File: config.mk
export PLATFORM = sky130hd
export DESIGN_NAME = led_frame_buffer
export DESIGN_NICKNAME = d
export VERILOG_FILES = /design/src/rtl/led_frame_buffer.sv
export SDC_FILE = /design/constraint.sdc
export NUM_CORES = 1
export LEC_CHECK = 0
export ABC_AREA = 1
export CORE_MARGIN = 2
export CORE_UTILIZATION = 50
export CTS_BUF_LIST = sky130_fd_sc_hd__clkbuf_2
export DETAILED_ROUTE_END_ITERATION = 6
export PLACE_DENSITY = 0.65
export SYNTH_ARGS = -nofsm -noshare
export SYNTH_HDL_FRONTEND = slang
export SYNTH_SLANG_ARGS = --single-unit
File: constraint.sdc
create_clock -name clk -period 3.64 [get_ports clk]
set_input_delay 1.092 -clock clk [delete_from_list [all_inputs] [get_ports clk]]
set_output_delay 1.092 -clock clk [all_outputs]
set_load 0.02 [all_outputs]
File: src/rtl/led_frame_buffer.sv
// led_frame_buffer
// Double-banked RGB pixel store feeding a WS2812B serial driver. The host
// fills the back bank and commits; the block swaps banks, raises
// update_frame, serves zero-latency reads from the front bank, drops the
// trigger when the driver wraps past the last LED, then holds off for a
// guard interval before another frame may start.

module led_frame_buffer #(
    parameter int MAX_POS      = 16,
    parameter int GUARD_CYCLES = 2700
) (
    input  logic                       clk,
    input  logic                       rst_n,
    input  logic                       wr_valid,
    output logic                       wr_ready,
    input  logic [$clog2(MAX_POS)-1:0] wr_addr,
    input  logic [7:0]                 wr_red,
    input  logic [7:0]                 wr_green,
    input  logic [7:0]                 wr_blue,
    output logic                       wr_err,
    input  logic                       commit,
    output logic                       frame_busy,
    output logic                       update_frame,
    input  logic [$clog2(MAX_POS)-1:0] program_led_number,
    output logic [7:0]                 program_red_intensity,
    output logic [7:0]                 program_green_intensity,
    output logic [7:0]                 program_blue_intensity
);

    localparam int AW = $clog2(MAX_POS);
    localparam int GW = (GUARD_CYCLES > 1) ? $clog2(GUARD_CYCLES) : 1;

    // Indices are compared one bit wider so a non-power-of-two chain length
    // can reject the unused top of the address space.
    localparam logic [AW:0]   POS_LIMIT  = (AW+1)'(MAX_POS);
    localparam logic [AW-1:0] LAST_POS   = AW'(MAX_POS - 1);
    localparam logic [GW-1:0] GUARD_LOAD = GW'(GUARD_CYCLES - 1);

    typedef enum logic [1:0] {
        IDLE    = 2'd0,
        SENDING = 2'd1,
        GUARD   = 2'd2
    } state_t;

    logic [23:0]   r_bank0 [MAX_POS];
    logic [23:0]   r_bank1 [MAX_POS];
    logic          r_frontSel;
    logic          r_pending;
    state_t        r_state;
    logic          r_updateFrame;
    logic          r_wrReady;
    logic          r_wrErr;
    logic          r_busy;
    logic [GW-1:0] r_guardCnt;
    logic [AW-1:0] r_prevLed;

    logic          w_wrAccept;
    logic          w_wrInRange;
    logic          w_rdInRange;
    logic          w_commitTake;
    logic          w_frameEnd;
    logic          w_swap;
    state_t        w_stateNext;
    logic          w_updateNext;
    logic [GW-1:0] w_guardNext;
    logic          w_pendingNext;
    logic          w_wrReadyNext;
    logic [23:0]   w_frontPix;

    assign w_wrAccept   = wr_valid & r_wrReady;
    assign w_wrInRange  = ({1'b0, wr_addr} < POS_LIMIT);
    assign w_rdInRange  = ({1'b0, program_led_number} < POS_LIMIT);
    assign w_commitTake = commit & ~r_pending;
    assign w_frameEnd   = (r_prevLed == LAST_POS) && (program_led_number == '0);

    // Next-state and next-output decode for the frame sequencer.
    always_comb begin
        w_stateNext   = r_state;
        w_swap        = 1'b0;
        w_updateNext  = r_updateFrame;
        w_guardNext   = r_guardCnt;
        w_pendingNext = r_pending;
        w_wrReadyNext = r_wrReady;

        case (r_state)
            IDLE: begin
                if (r_pending) begin
                    w_swap       = 1'b1;
                    w_updateNext = 1'b1;
                    w_stateNext  = SENDING;
                end
            end
            SENDING: begin
                w_updateNext = 1'b1;
                if (w_frameEnd) begin
                    w_updateNext = 1'b0;
                    w_guardNext  = GUARD_LOAD;
                    w_stateNext  = GUARD;
                end
            end
            GUARD: begin
                w_updateNext = 1'b0;
                if (r_guardCnt != '0) begin
                    w_guardNext = r_guardCnt - 1'b1;
                end
                if (r_guardCnt <= GW'(1)) begin
                    w_stateNext = IDLE;
                end
            end
            default: begin
                w_updateNext = 1'b0;
                w_stateNext  = IDLE;
            end
        endcase

        if (w_swap) begin
            w_pendingNext = 1'b0;
            w_wrReadyNext = 1'b1;
        end else if (w_commitTake) begin
            w_pendingNext = 1'b1;
            w_wrReadyNext = 1'b0;
        end
    end

    // Sequencer state, handshake flags and the driver index history.
    always_ff @(posedge clk or negedge rst_n) begin
        if (!rst_n) begin
            r_state       <= IDLE;
            r_frontSel    <= 1'b0;
            r_pending     <= 1'b0;
            r_updateFrame <= 1'b0;
            r_wrReady     <= 1'b1;
            r_busy        <= 1'b0;
            r_guardCnt    <= '0;
            r_prevLed     <= '0;
        end else begin
            r_state       <= w_stateNext;
            r_pending     <= w_pendingNext;
            r_updateFrame <= w_updateNext;
            r_wrReady     <= w_wrReadyNext;
            r_busy        <= r_pending | (r_state != IDLE);
            r_guardCnt    <= w_guardNext;
            r_prevLed     <= program_led_number;
            if (w_swap) begin
                r_frontSel <= ~r_frontSel;
            end
        end
    end

    // Host write port into whichever bank is currently the back bank.
    always_ff @(posedge clk or negedge rst_n) begin
        if (!rst_n) begin
            r_wrErr <= 1'b0;
            for (int i = 0; i < MAX_POS; i++) begin
                r_bank0[i] <= '0;
                r_bank1[i] <= '0;
            end
        end else begin
            r_wrErr <= w_wrAccept & ~w_wrInRange;
            if (w_wrAccept && w_wrInRange) begin
                if (r_frontSel) begin
                    r_bank0[wr_addr] <= {wr_red, wr_green, wr_blue};
                end else begin
                    r_bank1[wr_addr] <= {wr_red, wr_green, wr_blue};
                end
            end
        end
    end

    // Zero-latency front-bank read for the driver; out-of-range reads black.
    always_comb begin
        w_frontPix = '0;
        if (w_rdInRange) begin
            w_frontPix = r_frontSel ? r_bank1[program_led_number]
                                    : r_bank0[program_led_number];
        end
    end

    assign wr_ready                = r_wrReady;
    assign wr_err                  = r_wrErr;
    assign frame_busy              = r_busy;
    assign update_frame            = r_updateFrame;
    assign program_red_intensity   = w_frontPix[23:16];
    assign program_green_intensity = w_frontPix[15:8];
    assign program_blue_intensity  = w_frontPix[7:0];

endmodule

==> flow_summary.ini <==
[synthesis]
synth_enable_flop_cells = 0
syn_area_per_cell_um2 = 7.37
async_reset_ff_share_pct = 100
ys_ff_latch = 791
synthFlopType = dfrtp_1
synth_top_area_cell = dfrtp_1
synth_top_cell_area_share_pct = 51.2
syn_nets = 5278
synth_area_leaders = dfrtp_1, nand2_1, o21ai_0, inv_1, nand3_1
synth.yosys.seq_area_share_pct = 51.3
yosysWarnings = 0
synthCells = 5239
yosysUniqueCellTypes = 30
syn-cell-area_mm2 = 0.0386

[worst_setup_path]
path_class = flip-flop to primary output
critPathBufInv = 4
r2r_start = r_frontSel
critPathMaxFanout = 6
crit_chain = inv_8, buf_8, buf_12, nand3_2, nor2_2, nor2_2, buf_6
endpoint_kind = primary output
critPathArrivalTime_ns = 2.79
max_stage_delay_ns = 0.51
crit_path_top_delay_cell = dfrtp_2
rrSetupSlack_ns = 1.49
crit_start = r_frontSel
worstRegToRegCells = 9
worst_setup_path_start_kind = flip-flop
cp_num_cells = 7
cp.required_ns = 2.55
crit_path_frequent_cell = nor2_2
path_delay_family = buffers and inverters

[timing]
rsz0062_at_grt = yes
final.min_clock_period_ns = 3.89
holdWs_ns = 0.186
maxSlewViolCount = 0
setup_viol = 24
clock_skew_ns = 0.0715
clock.fmax_ghz = 0.257
slew_headroom_pct = 37.7
hold_viol = 0
worst_pin_slew_ns = 0.934
finalCritPeriodShare_pct = 107
layout_setup_ws_ns = -0.245

[floorplanning]
die_area_mm2 = 0.0794
num_io_pins = 64
start_util_pct = 50.7
die-width_um = 282
die_height_um = 282
rows = 101
coreArea_mm2 = 0.0762

[clocking]
clkSinkCount = 791
numCtsBuffers = 206
clk_pin_slew_ns = 0.11
cts-root-buf = clkbuf_2
tritoncts = done
cts_max_path_buffers = 3
clk_latency_ns = 1.44
htreeDepth = 4

[global_route]
grt_max_degree = 85
gr-total-overflow = 0
grt_pass1_wl_mm = 184
antenna_found_initial = 1
grt_pass1_vias = 32729
grt_util_all_layers_pct = 30.0

[job]
max_cap_viol_count = 0

[drt]
num_vias = 34052
viasPerCell = 5.19
antenna_left = 0
drt-initial-drc-count = 3522
wl_per_cell_um = 17.6
drtPass1Iterations = 7
drc = 0
wirelength_mm = 115

[layout]
final_nets = 5408
stdcell_count = 6560
nFillCells = 7242
fin_util_pct = 58.1
final_cell_area_mm2 = 0.0443
drive_above_1_share_pct = 14.2
area_growth_pct = 14.8

[power_and_ir_drop]
ir_worst_vdd_v = 0.000307
power.total_w = 0.0290
p_per_area_mw_per_mm2 = 654
p_leak_nw = 22.4

[placed_design]
numPortBuffers = 62
hpwl_mm = 67.6
dp.cells = 6174
placed_area_mm2 = 0.0416
gp_congestion = 0.826

[run_status]
violations = negative setup slack
status = complete, but fails checks

[worst_hold_path]
hp-class = input port to async pin
==> cells by family (layout without fill, tap and decap cells) <==
kind of cell / count (synthesis) / in the layout / share of synthesized area, %
xor+xnor: 7 / 7 / 0.159
simple gates: 2667 / 2667 / 27.3
buf+inv: 944 / 1228 / 10.3
compound gates: 826 / 826 / 10.9
flops: 791 / 791 / 51.3
fa+ha+maj: 3 / 3 / 0.0972
other cells: 1 / 8 / 0.00971
==> through the flow <==
step / worst slack, ns / setup TNS [ns]
floorplan: 0.220 / 0
global placement: -0.555 / -11.35
detailed placement: -0.562 / -11.49
CTS: -0.382 / -7.20
global route: -0.411 / -7.62
finish: -0.245 / -3.62
==> repair_timing <==
| item | in CTS | in global routing |
|---|---|---|
| pin swaps | 67 | 66 |
| hold buffers | 3 | 0 |
| setup buffers | 5 | 19 |
| endpoints found under the hold margin | 172 | 0 |
| gates resized for setup | 242 | 92 |
| cloned | 1 | 0 |
| setup endpoints to repair | 27 | 24 |
==> cells in the final DEF (no fill, tap or decap), types with 44 or more instances in the layout <==
cell type  instances
nor2_2            55
buf_4            156
a21oi_1           46
buf_12            93
o21ai_0          465
nand3_1          317
o21ai_1          295
clkbuf_2         302
inv_1            546
dfrtp_1          789
clkinv_1          44
nand2_1         1999
nor2_1           181
==> synth_stat cells, types with 2 or more instances <==
library cell	n
nand2_1	2031
buf_2	140
nand4_1	2
nor3_4	2
o21ai_2	16
nand2_2	8
clkbuf_1	190
inv_2	3
nand3_1	352
a21oi_1	48
inv_1	548
o21ai_1	295
buf_6	27
or2_1	2
nor2_1	266
o21ai_0	465
buf_1	20
ha_1	3
dfrtp_1	790
xor2_1	5
xnor2_1	2
buf_4	16
==> sequential cells by signal, summed over array words and instances, names as in the netlist <==
signal / cells
r_prevLed: 4
r_bank1: 384
r_bank0: 384
r_frontSel: 1
r_guardCnt: 12
r_pending: 1
wr_ready: 1
update_frame: 1
frame_busy: 1
r_state: 2
==> routing by layer <==
layer | GRT usage (%) | wire [um] | up-vias
met3 | 5.49 | 7810 | 190
li1 | - | - | 16544
met5 | 0 | 0 | -
met2 | 45.7 | 51000 | 1098
met4 | 10.4 | 3310 | 0
met1 | 43.0 | 53300 | 16220
==> area by class of cell <==
class                   count  area, um2  share of cell area [%]
well taps                1030       1290                    2.91
clock buffers             302       1510                    3.41
multi-input cells        3504      15500                    35.1
inverters                 551       2090                    4.71
diodes                      7       17.5                  0.0395
flip-flops and latches    791      19800                    44.7
repair buffers            315       3750                    8.46
clock inverters            60        314                   0.709
==> worst paths after layout <==
kind                                              to
max                        program_blue_intensity[7]
min                                     r_bank0[370]
max reg2reg                               r_bank0[3]
min reg2reg                               frame_busy
max in group asynchronous                 r_frontSel
min in group clk                        r_prevLed[2]
==> report_power, final <==
| group | total (W) | switching, W | internal [W] | leakage, nW |
|---|---|---|---|---|
| clock | 0.00610 | 0.00374 | 0.00237 | 1.39 |
| sequential | 0.0139 | 0.00175 | 0.0122 | 10.4 |
| combinational | 0.00896 | 0.00515 | 0.00381 | 10.6 |
| total | 0.0290 | 0.0106 | 0.0183 | 22.4 |
Note: power is estimated with default switching activity, not from simulation.
